<file path="config.mk">
export PLATFORM = sky130hd
export DESIGN_NAME = bist_sequencer
export DESIGN_NICKNAME = d
export VERILOG_FILES = /design/src/rtl/bist_sequencer.sv
export SDC_FILE = /design/constraint.sdc
export NUM_CORES = 1
export LEC_CHECK = 0
export BUFFER_PORTS_ARGS = -buffer_cell sky130_fd_sc_hd__clkbuf_2
export CAP_MARGIN = 20
export CORE_UTILIZATION = 56
export CTS_BUF_LIST = sky130_fd_sc_hd__clkbuf_8
export DETAILED_ROUTE_END_ITERATION = 7
export PLACE_DENSITY = 0.85
export SYNTH_ARGS = -nofsm -noshare
export SYNTH_HDL_FRONTEND = slang
export SYNTH_SLANG_ARGS = --single-unit
</file>
<file path="constraint.sdc">
create_clock -name i_clk -period 3.8 [get_ports i_clk]
set_input_delay 0.57 -clock i_clk [delete_from_list [all_inputs] [get_ports i_clk]]
set_output_delay 0.57 -clock i_clk [all_outputs]
set_load 0.05 [all_outputs]
</file>
<file path="src/rtl/bist_sequencer.sv">
`default_nettype none
// ============================================================================
// Module   : bist_sequencer
// Purpose  : Scan-BIST session sequencer. Seeds the input LFSR, clears the
//            MISR, runs N_PATTERNS shift/capture loops over a CHAIN_LEN-bit
//            scan chain, flushes the final response, compares the MISR
//            signature against GOLDEN and latches a PASS/FAIL verdict.
// Revision : 1.0  initial release
// ----------------------------------------------------------------------------
// Parameters
//   CHAIN_LEN  scan chain length in flops (>= 1)
//   N_PATTERNS number of shift/capture loops (>= 1)
//   SIG_W      MISR signature width
//   GOLDEN     expected signature
// Ports
//   i_clk        clock, rising edge
//   i_rst        asynchronous active-high reset
//   i_start      session request, sampled only in IDLE
//   i_abort      session abort (active only with BIST_ABORT_EN)
//   i_sig        current MISR signature
//   o_scan_en    scan enable / test-vector mux select
//   o_lfsr_seed  one-cycle LFSR seed-load strobe
//   o_misr_clr   one-cycle MISR clear strobe
//   o_misr_en    MISR compaction enable
//   o_busy       high in every state except IDLE
//   o_bist_end   one-cycle end-of-session pulse
//   o_pass       registered verdict: signature matched
//   o_fail       registered verdict: mismatch or abort
//   o_pat_cnt    number of completed captures
// Build option
//   BIST_ABORT_EN  when defined, i_abort ends a running session with FAIL.
// ============================================================================
module bist_sequencer #(
    parameter int              CHAIN_LEN  = 8,
    parameter int              N_PATTERNS = 100,
    parameter int              SIG_W      = 7,
    parameter logic [SIG_W-1:0] GOLDEN    = 7'h2B
) (
    input  logic                            i_clk,
    input  logic                            i_rst,
    input  logic                            i_start,
    input  logic                            i_abort,
    input  logic [SIG_W-1:0]                i_sig,
    output logic                            o_scan_en,
    output logic                            o_lfsr_seed,
    output logic                            o_misr_clr,
    output logic                            o_misr_en,
    output logic                            o_busy,
    output logic                            o_bist_end,
    output logic                            o_pass,
    output logic                            o_fail,
    output logic [$clog2(N_PATTERNS+1)-1:0] o_pat_cnt
);

    localparam int SCNT_W = $clog2(CHAIN_LEN + 1);
    localparam int PCNT_W = $clog2(N_PATTERNS + 1);

    typedef enum logic [2:0] {
        S_IDLE    = 3'd0,
        S_SEED    = 3'd1,
        S_SHIFT   = 3'd2,
        S_CAPTURE = 3'd3,
        S_FLUSH   = 3'd4,
        S_COMPARE = 3'd5,
        S_DONE    = 3'd6
    } state_t;

    state_t              r_state;
    state_t              w_state_d;
    logic [SCNT_W-1:0]   r_shift_cnt;
    logic [PCNT_W-1:0]   r_pat_cnt;
    logic                r_pass;
    logic                r_fail;

    logic                w_last_shift;
    logic                w_last_pat;
    logic                w_abort;

    // The shift counter is shared by SHIFT and FLUSH; both leave on the
    // same terminal count so it never has to wrap.
    assign w_last_shift = (r_shift_cnt == SCNT_W'(CHAIN_LEN - 1));
    // Evaluated in CAPTURE before the increment, i.e. "new count == N".
    assign w_last_pat   = (r_pat_cnt == PCNT_W'(N_PATTERNS - 1));

`ifdef BIST_ABORT_EN
    assign w_abort = i_abort && (r_state != S_IDLE) && (r_state != S_DONE);
`else
    logic w_unused_abort;
    assign w_unused_abort = i_abort;
    assign w_abort        = 1'b0;
`endif

    // ------------------------------------------------------------------
    // State register
    // ------------------------------------------------------------------
    always_ff @(posedge i_clk or posedge i_rst) begin
        if (i_rst) begin
            r_state <= S_IDLE;
        end else begin
            r_state <= w_state_d;
        end
    end

    // ------------------------------------------------------------------
    // Next-state logic and Moore output decode
    // ------------------------------------------------------------------
    always_comb begin
        w_state_d   = r_state;
        o_scan_en   = 1'b0;
        o_lfsr_seed = 1'b0;
        o_misr_clr  = 1'b0;
        o_misr_en   = 1'b0;
        o_bist_end  = 1'b0;
        o_busy      = (r_state != S_IDLE);

        case (r_state)
            S_IDLE: begin
                if (i_start) begin
                    w_state_d = S_SEED;
                end
            end
            S_SEED: begin
                o_lfsr_seed = 1'b1;
                o_misr_clr  = 1'b1;
                w_state_d   = S_SHIFT;
            end
            S_SHIFT: begin
                o_scan_en = 1'b1;
                o_misr_en = 1'b1;
                if (w_last_shift) begin
                    w_state_d = S_CAPTURE;
                end
            end
            S_CAPTURE: begin
                o_misr_en = 1'b1;
                w_state_d = w_last_pat ? S_FLUSH : S_SHIFT;
            end
            S_FLUSH: begin
                o_scan_en = 1'b1;
                o_misr_en = 1'b1;
                if (w_last_shift) begin
                    w_state_d = S_COMPARE;
                end
            end
            S_COMPARE: begin
                w_state_d = S_DONE;
            end
            S_DONE: begin
                o_bist_end = 1'b1;
                w_state_d  = S_IDLE;
            end
            default: begin
                w_state_d = S_IDLE;
            end
        endcase

        if (w_abort) begin
            w_state_d = S_DONE;
        end
    end

    // ------------------------------------------------------------------
    // Counters and verdict
    // ------------------------------------------------------------------
    always_ff @(posedge i_clk or posedge i_rst) begin
        if (i_rst) begin
            r_shift_cnt <= '0;
            r_pat_cnt   <= '0;
            r_pass      <= 1'b0;
            r_fail      <= 1'b0;
        end else begin
            case (r_state)
                S_IDLE: begin
                    if (i_start) begin
                        r_shift_cnt <= '0;
                        r_pat_cnt   <= '0;
                        r_pass      <= 1'b0;
                        r_fail      <= 1'b0;
                    end
                end
                S_SHIFT, S_FLUSH: begin
                    if (w_last_shift) begin
                        r_shift_cnt <= '0;
                    end else begin
                        r_shift_cnt <= r_shift_cnt + SCNT_W'(1);
                    end
                end
                S_CAPTURE: begin
                    r_pat_cnt <= r_pat_cnt + PCNT_W'(1);
                end
                S_COMPARE: begin
                    r_pass <= (i_sig == GOLDEN);
                    r_fail <= (i_sig != GOLDEN);
                end
                default: begin
                end
            endcase

            // Abort overrides any verdict written in the same cycle.
            if (w_abort) begin
                r_pass <= 1'b0;
                r_fail <= 1'b1;
            end
        end
    end

    assign o_pass    = r_pass;
    assign o_fail    = r_fail;
    assign o_pat_cnt = r_pat_cnt;

endmodule
`default_nettype wire

</file>
==> results of run 1 <==
==> worst max path at each step <==
stage,start,to,slack [ps],cells past startpoint
after global placement,r_state[1],o_misr_en,1800,4
final,r_state[1],o_misr_en,1480,4
after floorplan,r_state[1],o_misr_clr,1200,3
after global routing,r_state[1],o_misr_en,1360,4
after CTS,r_state[1],o_misr_en,1490,4
after detailed placement,r_state[1],o_misr_en,1770,4
==> stage by stage <==
step           area [um^2]  utilization
3_5_place_dp         988.4       0.6561
3_3_place_gp         988.4       0.6561
2_1_floorplan        898.4            -
6_report              1044       0.6927
4_1_cts               1044       0.6927
5_1_grt               1044       0.6927
==> cell families (layout without fill, tap and decap cells) <==
family / count (synthesis) / count (layout) / synth area share
and+or+nand+nor: 38 / 38 / 0.2688
DFF: 16 / 16 / 0.4457
xor gates and xnor gates: 1 / 1 / 0.009751
buffers and inverters: 11 / 33 / 0.07659
adders and majority gates: 2 / 2 / 0.02785
AOI/OAI and AO/OA: 20 / 20 / 0.1379
muxes: 3 / 3 / 0.03343
==> where the power goes <==
part / internal [mW] / leakage (nW) / total (mW) / switching, mW
Combinational: 0.155 / 0.297 / 0.521 / 0.366
Sequential: 0.240 / 0.204 / 0.328 / 0.0878
Clock: 0.0918 / 0.0288 / 0.149 / 0.0573
==> synth_stat cells <==
library cell                instances
sky130_fd_sc_hd__a2111oi_0          1
sky130_fd_sc_hd__a21oi_1            7
sky130_fd_sc_hd__a22o_1             1
sky130_fd_sc_hd__a31oi_1            2
sky130_fd_sc_hd__and2_1             2
sky130_fd_sc_hd__and2_2             1
sky130_fd_sc_hd__and3_1             2
sky130_fd_sc_hd__and3b_2            1
sky130_fd_sc_hd__and4b_1            1
sky130_fd_sc_hd__buf_4              3
sky130_fd_sc_hd__buf_6              2
sky130_fd_sc_hd__clkbuf_2           1
sky130_fd_sc_hd__dfrtp_1           16
sky130_fd_sc_hd__ha_1               2
sky130_fd_sc_hd__inv_1              5
sky130_fd_sc_hd__mux2i_1            3
sky130_fd_sc_hd__nand2_1            6
sky130_fd_sc_hd__nand2_2            1
sky130_fd_sc_hd__nand2b_1           1
sky130_fd_sc_hd__nand3_1            7
sky130_fd_sc_hd__nand3b_1           3
sky130_fd_sc_hd__nand4_1            2
sky130_fd_sc_hd__nand4b_1           1
sky130_fd_sc_hd__nand4bb_1          1
sky130_fd_sc_hd__nor3_1             4
sky130_fd_sc_hd__nor4bb_1           1
sky130_fd_sc_hd__o21a_1             3
sky130_fd_sc_hd__o21ai_0            1
sky130_fd_sc_hd__o21ai_1            2
sky130_fd_sc_hd__o22ai_1            2
sky130_fd_sc_hd__o41ai_1            1
sky130_fd_sc_hd__or2_2              1
sky130_fd_sc_hd__or3_1              1
sky130_fd_sc_hd__or3_2              1
sky130_fd_sc_hd__or4b_4             1
sky130_fd_sc_hd__xor2_1             1
==> registers in the layout, summed over array words and instances, names as in the netlist <==
signal and flops:
o_pat_cnt 7, r_shift_cnt 4, r_state 3, o_fail 1, o_pass 1
==> final cells by class <==
| class | count | area share |
|---|---|---|
| clock buffers | 4 | 0.05276 |
| inverters | 5 | 0.01799 |
| multi-input cells | 64 | 0.4113 |
| flip-flops and latches | 16 | 0.3837 |
| well taps | 16 | 0.01918 |
| repair buffers | 24 | 0.1151 |
==> metal layers <==
metal / part of all wire / global-route usage
met1: 0.47 / 0.3037
met2: 0.45 / 0.3313
met3: 0.058 / 0.03017
met4: 0.015 / 0.09375
met5: 0 / 0
==> load_flow_metrics.sql, run 1 <==
INSERT INTO impl_metrics (metric_group, metric, value, unit) VALUES
('run_status', 'status', 'completed', ''),
('clock_tree', 'clk_root_buffer_cell', 'sky130_fd_sc_hd__clkbuf_8', ''),
('timing', 'max_freq', '0.4306', 'GHz'),
('clock_tree', 'clk_pin_slew_worst_paths', '60', 'ps'),
('floorplan', 'fp.dieH', '42.05', 'um'),
('placement', 'post_detailed_placement_half_perimeter_wirelength', '1.334', 'mm'),
('timing', 'post-route-worst-setup-slack', '1478', 'ps'),
('floorplan', 'design.core.area', '1506', 'um^2'),
('clock_tree', 'cts_buffer_depth', '2', ''),
('timing', 'rsz0062_at_grt', 'no', ''),
('floorplan', 'initial_utilization', '0.5963', ''),
('yosys', 'netlist.area_leader.share', '0.4457', ''),
('grt', 'groute.usage.overall', '0.2145', ''),
('worst_setup_path', 'worst_path_buffer_plus_inverter_count', '1', ''),
('layout', 'post_route_cells_drive_above_1_share', '0.3009', ''),
('timing', 'fin_setup_tns', '0', 'ps'),
('grt', 'grt_start_max_net_pins', '17', ''),
('timing', 'finalMaxSlewViolations', '0', ''),
('layout', 'most-common-layout-cells', '24 x sky130_fd_sc_hd__clkbuf_2, 16 x sky130_fd_sc_hd__dfrtp_1, 7 x sky130_fd_sc_hd__nand3_1, 7 x sky130_fd_sc_hd__a21oi_1, 6 x sky130_fd_sc_hd__nand2_1', ''),
('route', 'routedWlPerCell', '13.54', 'um'),
('yosys', 'synth_top_cell_by_area', 'sky130_fd_sc_hd__dfrtp_1', ''),
('timing', 'relSlewSlack', '0.6099', ''),
('worst_setup_path', 'critical_path.max_stage_delay', '530', 'ps'),
('timing', 'report.final.hold_viol_count', '0', ''),
('yosys', 'yosysSeqAreaShare', '0.4457', ''),
('power_and_ir_drop', 'totalPowerFinal', '998.5', 'uW'),
('timing', 'portion_of_the_clock_cycle_consumed_by_the_worst_path_in_the_final_layout', '0.6111', ''),
('layout', 'sequential_cell_area_in_the_final_layout', '400.4', 'um^2'),
('timing', 'clock-skew-final', '1.174', 'ps'),
('floorplan', 'die_area', '1768', 'um^2'),
('yosys', 'post_synth_inst_count', '91', ''),
('route', 'detail_route.wirelength', '1.747', 'mm'),
('clock_tree', 'number_of_hold_buffers_added_after_cts', '0', ''),
('floorplan', 'placementRows', '14', ''),
('route', 'route.detailed.drc', '0', ''),
('timing', 'layout_min_cycle_time', '2322', 'ps'),
('power_and_ir_drop', 'leak_pwr', '0.5297', 'nW'),
('floorplan', 'die_x', '42.05', 'um'),
('yosys', 'synth-seq-cells', '16', ''),
('placement', 'place_inst', '125', ''),
('route', 'first_iter_violations', '18', ''),
('worst_setup_path', 'worst_r2r_endpoint', 'o_pat_cnt[3]', ''),
('layout', 'antenna_cells', '0', ''),
('route', 'drt-pass1-iter-count', '5', ''),
('clock_tree', 'cts.repair.resized', '0', ''),
('power_and_ir_drop', 'areal_power_density_over_the_cells', '956.8', 'nW/um^2'),
('job', 'cap_violations', '0', ''),
('timing', 'fin_hold_ws', '355.7', 'ps'),
('floorplan', 'num_io_pins', '26', ''),
('clock_tree', 'cts_tree', 'done', ''),
('clock_tree', 'post-cts-setup-buffers', '0', ''),
('timing', 'tightest_slew', '584.6', 'ps'),
('yosys', 'synth_warnings', '0', ''),
('worst_setup_path', 'sort_of_element_at_the_end_of_the_critical_path', 'primary output', ''),
('yosys', 'synthesized_cell_area', '898.4', 'um^2'),
('clock_tree', 'tritoncts.num_buffers', '3', ''),
('clock_tree', 'h-tree-depth', '1', ''),
('placement', 'port_buffers', '24', ''),
('worst_setup_path', 'critical-path-slowest-cell', 'sky130_fd_sc_hd__dfrtp_1', ''),
('clock_tree', 'worst_skew_pair_later_pin_latency', '250', 'ps'),
('yosys', 'synth_area_leaders', 'sky130_fd_sc_hd__dfrtp_1 45%, sky130_fd_sc_hd__a21oi_1 3.9%, sky130_fd_sc_hd__nand3_1 3.9%', ''),
('layout', 'layout_net_count', '127', ''),
('grt', 'via_count_of_the_first_global_routing_pass', '683', ''),
('power_and_ir_drop', 'max-vdd-ir-drop', '528.5', 'uV'),
('worst_setup_path', 'reg2reg_from', 'r_state[1]', ''),
('worst_setup_path', 'r2r.worst_path.cells', '3', ''),
('worst_setup_path', 'cp_data_required_time', '3230', 'ps'),
('worst_setup_path', 'cpLargestDelayFamily', 'flip-flops', ''),
('route', 'vias_per_cell', '5.938', ''),
('worst_setup_path', 'worst-path-max-fanout', '12', ''),
('yosys', 'netlist-cell-type-count', '36', '');
No activity file was read; power rests on OpenSTA's default activity.
==> run 2: changes to the inputs <==
- CORE_UTILIZATION: 56 -> 47
- PLACE_DENSITY: 0.85 -> 0.76
- clock period: 3.8 -> 2.11 ns (I/O delays scaled with it)
==> load_flow_metrics.sql, run 2 (synthesis results as in run 1) <==
INSERT INTO impl_metrics (metric_group, metric, value, unit) VALUES
('worst_setup_path', 'sort_of_element_at_the_end_of_the_critical_path', 'primary output', ''),
('layout', 'max_ffs_per_register', '7', ''),
('timing', 'layout_min_cycle_time', '2025', 'ps'),
('power_and_ir_drop', 'leak_pwr', '0.5228', 'nW'),
('worst_setup_path', 'reg2reg_setup_slack', '620', 'ps'),
('floorplan', 'design.core.area', '1764', 'um^2'),
('placement', 'port_buffers', '24', ''),
('timing', 'relSlewSlack', '0.5988', ''),
('grt', 'groute.usage.overall', '0.1848', ''),
('clock_tree', 'worst_skew_pair_later_pin_latency', '260', 'ps'),
('grt', 'globalRouteOverflowTotal', '0', ''),
('route', 'route.vias.total', '758', ''),
('clock_tree', 'clk_pin_slew_worst_paths', '70', 'ps'),
('worst_setup_path', 'cp-start-kind', 'register', ''),
('route', 'drt-pass1-iter-count', '4', ''),
('min_path', 'hp-class', 'input pin to asynchronous set/reset pin', ''),
('layout', 'most-common-layout-cells', '24 x sky130_fd_sc_hd__clkbuf_2, 15 x sky130_fd_sc_hd__dfrtp_1, 7 x sky130_fd_sc_hd__nand3_1, 7 x sky130_fd_sc_hd__a21oi_1, 6 x sky130_fd_sc_hd__nand2_1', ''),
('floorplan', 'die_area', '2090', 'um^2'),
('floorplan', 'fp.dieH', '45.72', 'um'),
('worst_setup_path', 'critical_path.max_stage_delay', '480', 'ps'),
('timing', 'portion_of_the_clock_cycle_consumed_by_the_worst_path_in_the_final_layout', '0.9597', ''),
('timing', 'report.final.hold_viol_count', '0', ''),
('layout', 'n_fill_cell', '169', ''),
('run_status', 'status', 'completed', ''),
('worst_setup_path', 'worst-path-max-fanout', '10', ''),
('clock_tree', 'clk_root_buffer_cell', 'sky130_fd_sc_hd__clkbuf_8', ''),
('grt', 'grt_antenna_before_repair', '0', ''),
('route', 'route.detailed.drc', '0', ''),
('timing', 'tightest_slew', '601.1', 'ps'),
('clock_tree', 'cts_buffer_depth', '2', ''),
('clock_tree', 'clock_sinks', '16', ''),
('worst_setup_path', 'r2r.worst_path.cells', '4', ''),
('grt', 'via_count_of_the_first_global_routing_pass', '617', ''),
('worst_setup_path', 'cp_data_required_time', '1790', 'ps'),
('floorplan', 'placementRows', '15', ''),
('layout', 'layout.cell_area.non_filler', '1047', 'um^2'),
('timing', 'setup_viol', '0', ''),
('worst_setup_path', 'arrival', '1710', 'ps'),
('route', 'vias_per_cell', '5.533', ''),
('placement', 'post_detailed_placement_half_perimeter_wirelength', '1.221', 'mm'),
('worst_setup_path', 'timing_worst_setup_path_type', 'register to primary output', ''),
('floorplan', 'initial_utilization', '0.5092', ''),
('worst_setup_path', 'worst_r2r_endpoint', 'r_state[1]', ''),
('timing', 'rsz0062_at_grt', 'no', ''),
('layout', 'areaGrowthSynthToFinish', '16.57', '%'),
('power_and_ir_drop', 'totalPowerFinal', '1.752', 'mW'),
('layout', 'mostFrequentLayoutCell', 'sky130_fd_sc_hd__clkbuf_2', ''),
('route', 'first_iter_violations', '11', ''),
('timing', 'post-route-worst-setup-slack', '85.07', 'ps'),
('floorplan', 'die_x', '45.72', 'um'),
('clock_tree', 'cts_tree', 'done', ''),
('layout', 'post_route_cells_drive_above_1_share', '0.3125', ''),
('route', 'routedWlPerCell', '12.51', 'um'),
('route', 'drtAntennaViolNets', '0', ''),
('job', 'cap_violations', '0', ''),
('clock_tree', 'h-tree-depth', '1', ''),
('timing', 'clock-skew-final', '5.005', 'ps'),
('placement', 'pre_cts_slack', '353.4', 'ps'),
('layout', 'post-route-util', '0.5936', ''),
('grt', 'grt_first_pass_wirelength', '2.691', 'mm'),
('timing', 'finalMaxSlewViolations', '0', ''),
('power_and_ir_drop', 'max-vdd-ir-drop', '1070', 'uV'),
('power_and_ir_drop', 'areal_power_density_over_the_cells', '1673', 'nW/um^2'),
('clock_tree', 'number_of_hold_buffers_added_after_cts', '0', ''),
('worst_setup_path', 'reg2reg_from', 'o_pat_cnt[0]', ''),
('layout', 'antenna_cells', '0', ''),
('placement', 'placement.cell_area', '1005', 'um^2'),
('layout', 'layout_net_count', '127', ''),
('floorplan', 'num_io_pins', '26', ''),
('grt', 'grt_start_max_net_pins', '17', ''),
('worst_setup_path', 'critical-path-slowest-cell', 'sky130_fd_sc_hd__dfrtp_1', ''),
('route', 'detail_route.wirelength', '1.714', 'mm'),
('worst_setup_path', 'critical_path.cell_chain', 'xor2_1, and2_1, or2_2, clkbuf_2', ''),
('clock_tree', 'tritoncts.num_buffers', '3', ''),
('placement', 'replace_congestion', '0.7950', ''),
('timing', 'fin_setup_tns', '0', 'ps'),
('timing', 'max_freq', '0.4938', 'GHz');
run 2: changes by cell type in the layout (fill, tap and decap cells not counted), sizes merged:
cell	before	now
clkbuf	28	27
run 2: power by group:
| part | internal, mW | total, mW | leakage [nW] | switching, mW |
|---|---|---|---|---|
| Clock | 0.127 | 0.239 | 0.0216 | 0.112 |
| Combinational | 0.281 | 0.923 | 0.298 | 0.643 |
| Sequential | 0.435 | 0.590 | 0.203 | 0.155 |
run 2: worst max-delay path by stage:
| stage | startpoint | end | depth (start not counted) |
|---|---|---|---|
| after floorplan | r_state[1] | o_misr_en | 4 |
| after global placement | r_state[1] | o_misr_en | 4 |
| after detailed placement | r_state[1] | o_misr_en | 4 |
| after CTS | r_state[1] | o_misr_en | 4 |
| after global routing | r_state[2] | o_misr_en | 4 |
| final | r_state[2] | o_misr_en | 4 |
run 2: layout make-up:
type / count / area (um^2) / share of cell area
multi-input cells: 64 / 434.2 / 0.4146
flip-flops and latches: 16 / 401.6 / 0.3835
repair buffers: 24 / 120.1 / 0.1147
clock buffers: 3 / 41.29 / 0.03943
well taps: 25 / 31.28 / 0.02987
inverters: 5 / 18.77 / 0.01792
run 2: timing repair:
action,in CTS,in global routing
endpoints found under the setup margin,0,1
gates resized for setup,0,1
buffers inserted,0,0
run 2: metal layers:
metal / part of all wire / track usage / vias up / wire length, um
met2: 0.41 / 0.2543 / 22 / 709
met4: 0.025 / 0.08824 / 0 / 42
met1: 0.51 / 0.2675 / 351 / 874
li1: - / - / 378 / -
met5: 0 / 0 / - / 0
met3: 0.051 / 0.04762 / 7 / 87
run 2: worst max-delay path: cells and delay by family, from the launching register on:
kind | cells | cell delay (ps)
AND/OR/NAND/NOR | 2 | 490
buffers and inverters | 1 | 230
flip-flops | 1 | 480
XOR/XNOR | 1 | 240
run 2: metrics by stage:
| step | instances | hold WS (ps) |
|---|---|---|
| finish | 137 | 99.05 |
| detailed placement | 134 | 401.0 |
| CTS | 137 | 130.1 |
| global route | 137 | 161.2 |
| floorplan | 91 | 230.2 |
| global placement | 134 | 398.4 |
==> run 3: changes to the inputs <==
- CORE_UTILIZATION: 47 -> 44
- PLACE_DENSITY: 0.76 -> 0.69
- clock period: 2.11 -> 2 ns (I/O delays scaled with it)
==> load_flow_metrics.sql, run 3 (synthesis results as in run 1) <==
INSERT INTO impl_metrics (metric_group, metric, value, unit) VALUES
('floorplan', 'num_io_pins', '26', ''),
('grt', 'groute.usage.overall', '0.1725', ''),
('timing', 'portion_of_the_clock_cycle_consumed_by_the_worst_path_in_the_final_layout', '0.9491', ''),
('timing', 'rsz0062_at_grt', 'no', ''),
('worst_setup_path', 'sort_of_element_at_the_end_of_the_critical_path', 'primary output', ''),
('route', 'detail_route.wirelength', '1.766', 'mm'),
('route', 'drt-pass1-iter-count', '4', ''),
('clock_tree', 'clk_pin_slew_worst_paths', '60', 'ps'),
('floorplan', 'initial_utilization', '0.4935', ''),
('layout', 'mostFrequentLayoutCell', 'sky130_fd_sc_hd__clkbuf_2', ''),
('layout', 'layout_net_count', '130', ''),
('placement', 'placement.cell_area', '1012', 'um^2'),
('grt', 'grt_antenna_before_repair', '0', ''),
('min_path', 'hp-class', 'input pin to asynchronous set/reset pin', ''),
('power_and_ir_drop', 'areal_power_density_over_the_cells', '1725', 'nW/um^2'),
('worst_setup_path', 'cp-start-kind', 'register', ''),
('timing', 'tightest_slew', '585.4', 'ps'),
('clock_tree', 'clk_root_buffer_cell', 'sky130_fd_sc_hd__clkbuf_8', ''),
('clock_tree', 'worst_skew_pair_later_pin_latency', '240', 'ps'),
('job', 'cap_violations', '0', ''),
('layout', 'post-route-util', '0.5931', ''),
('route', 'first_iter_violations', '21', ''),
('grt', 'grt_start_max_net_pins', '17', ''),
('route', 'routedWlPerCell', '12.61', 'um'),
('layout', 'fin_cells', '140', ''),
('clock_tree', 'cts_tree', 'done', ''),
('route', 'route.vias.total', '753', ''),
('clock_tree', 'h-tree-depth', '1', ''),
('grt', 'via_count_of_the_first_global_routing_pass', '619', ''),
('timing', 'layout_min_cycle_time', '1898', 'ps'),
('worst_setup_path', 'critical-path-slowest-cell', 'sky130_fd_sc_hd__dfrtp_2', ''),
('timing', 'fin_setup_tns', '0', 'ps'),
('placement', 'place_inst', '135', ''),
('worst_setup_path', 'worst_path_buffer_plus_inverter_count', '1', ''),
('layout', 'areaGrowthSynthToFinish', '20.20', '%'),
('timing', 'setup_viol', '0', ''),
('clock_tree', 'tritoncts.num_buffers', '3', ''),
('route', 'route.detailed.drc', '0', ''),
('power_and_ir_drop', 'leak_pwr', '0.5355', 'nW'),
('layout', 'layout.cell_area.non_filler', '1080', 'um^2'),
('floorplan', 'placementRows', '15', ''),
('route', 'drtAntennaViolNets', '0', ''),
('placement', 'replace_congestion', '0.8423', ''),
('worst_setup_path', 'arrival', '1600', 'ps'),
('clock_tree', 'number_of_hold_buffers_added_after_cts', '0', ''),
('placement', 'pre_cts_slack', '244.3', 'ps'),
('grt', 'globalRouteOverflowTotal', '0', ''),
('timing', 'post-route-worst-setup-slack', '101.8', 'ps'),
('worst_setup_path', 'timing_worst_setup_path_type', 'register to primary output', ''),
('clock_tree', 'clock_sinks', '16', ''),
('run_status', 'status', 'completed', ''),
('worst_setup_path', 'critical_path.max_stage_delay', '450', 'ps'),
('timing', 'max_freq', '0.5268', 'GHz'),
('layout', 'max_ffs_per_register', '7', ''),
('timing', 'report.final.hold_viol_count', '0', ''),
('floorplan', 'die_x', '47.19', 'um'),
('layout', 'most-common-layout-cells', '23 x sky130_fd_sc_hd__clkbuf_2, 13 x sky130_fd_sc_hd__dfrtp_1, 7 x sky130_fd_sc_hd__nand3_1, 7 x sky130_fd_sc_hd__a21oi_1, 6 x sky130_fd_sc_hd__nand2_1', ''),
('route', 'vias_per_cell', '5.379', ''),
('placement', 'post_detailed_placement_half_perimeter_wirelength', '1.307', 'mm'),
('floorplan', 'fp.dieH', '47.19', 'um'),
('power_and_ir_drop', 'max-vdd-ir-drop', '827.7', 'uV'),
('layout', 'antenna_cells', '0', ''),
('worst_setup_path', 'cp_data_required_time', '1700', 'ps'),
('layout', 'post_route_cells_drive_above_1_share', '0.3565', ''),
('worst_setup_path', 'worst-path-max-fanout', '6', ''),
('worst_setup_path', 'critical_path.cell_chain', 'xor2_2, and2_1, or2_2, buf_2', ''),
('timing', 'finalMaxSlewViolations', '0', ''),
('floorplan', 'design.core.area', '1821', 'um^2'),
('floorplan', 'die_area', '2226', 'um^2'),
('clock_tree', 'cts_buffer_depth', '2', ''),
('placement', 'port_buffers', '24', ''),
('grt', 'grt_first_pass_wirelength', '2.725', 'mm'),
('timing', 'relSlewSlack', '0.6093', ''),
('worst_setup_path', 'cpLargestDelayFamily', 'simple AND/OR/NAND/NOR gates', ''),
('timing', 'clock-skew-final', '0.8057', 'ps');
run 3: final cells by class:
class	count	area, um^2
sequential	16	404.1
clock buffer	3	41.29
fill	171	740.7
timing repair buffer	27	142.6
inverter	5	18.77
multi-input combinational	64	441.7
tap	25	31.28
run 3: timing repair:
| item | CTS | global route |
|---|---|---|
| setup endpoints to repair | 1 | 1 |
| buffers inserted | 0 | 2 |
| resized for setup | 2 | 3 |
run 3: through the flow:
stage	hold slack (ps)	total power, mW
finish	91.37	1.863
CTS	128.5	1.860
global placement	391.0	1.598
global route	156.2	1.992
detailed placement	389.3	1.624
floorplan	213.7	1.429
run 3: layer usage:
metal  up-vias  wire length, um  GRT usage
met2        19              849     0.2694
met1       348              843     0.2494
met5         -                0          0
met4         0               12    0.05143
met3         4               60    0.02308
li1        382                -          -
run 3: power by group:
part / internal (mW) / switching (mW) / total, mW
clock: 0.133 / 0.101 / 0.234
combinational: 0.309 / 0.697 / 1.01
sequential: 0.460 / 0.163 / 0.623
run 3: path summary, 6_finish.rpt:
path                             from              to  slack [ps]  depth (start not counted)
min in group i_clk           i_sig[2]          o_pass         290                          2
max in group asynchronous       i_rst      r_state[2]        1490                          2
hold reg to reg                o_fail          o_fail         500                          2
setup / recovery           r_state[2]       o_misr_en         100                          4
hold / removal                  i_rst    o_pat_cnt[6]          90                          2
setup reg to reg           r_state[1]  r_shift_cnt[1]         460                          4
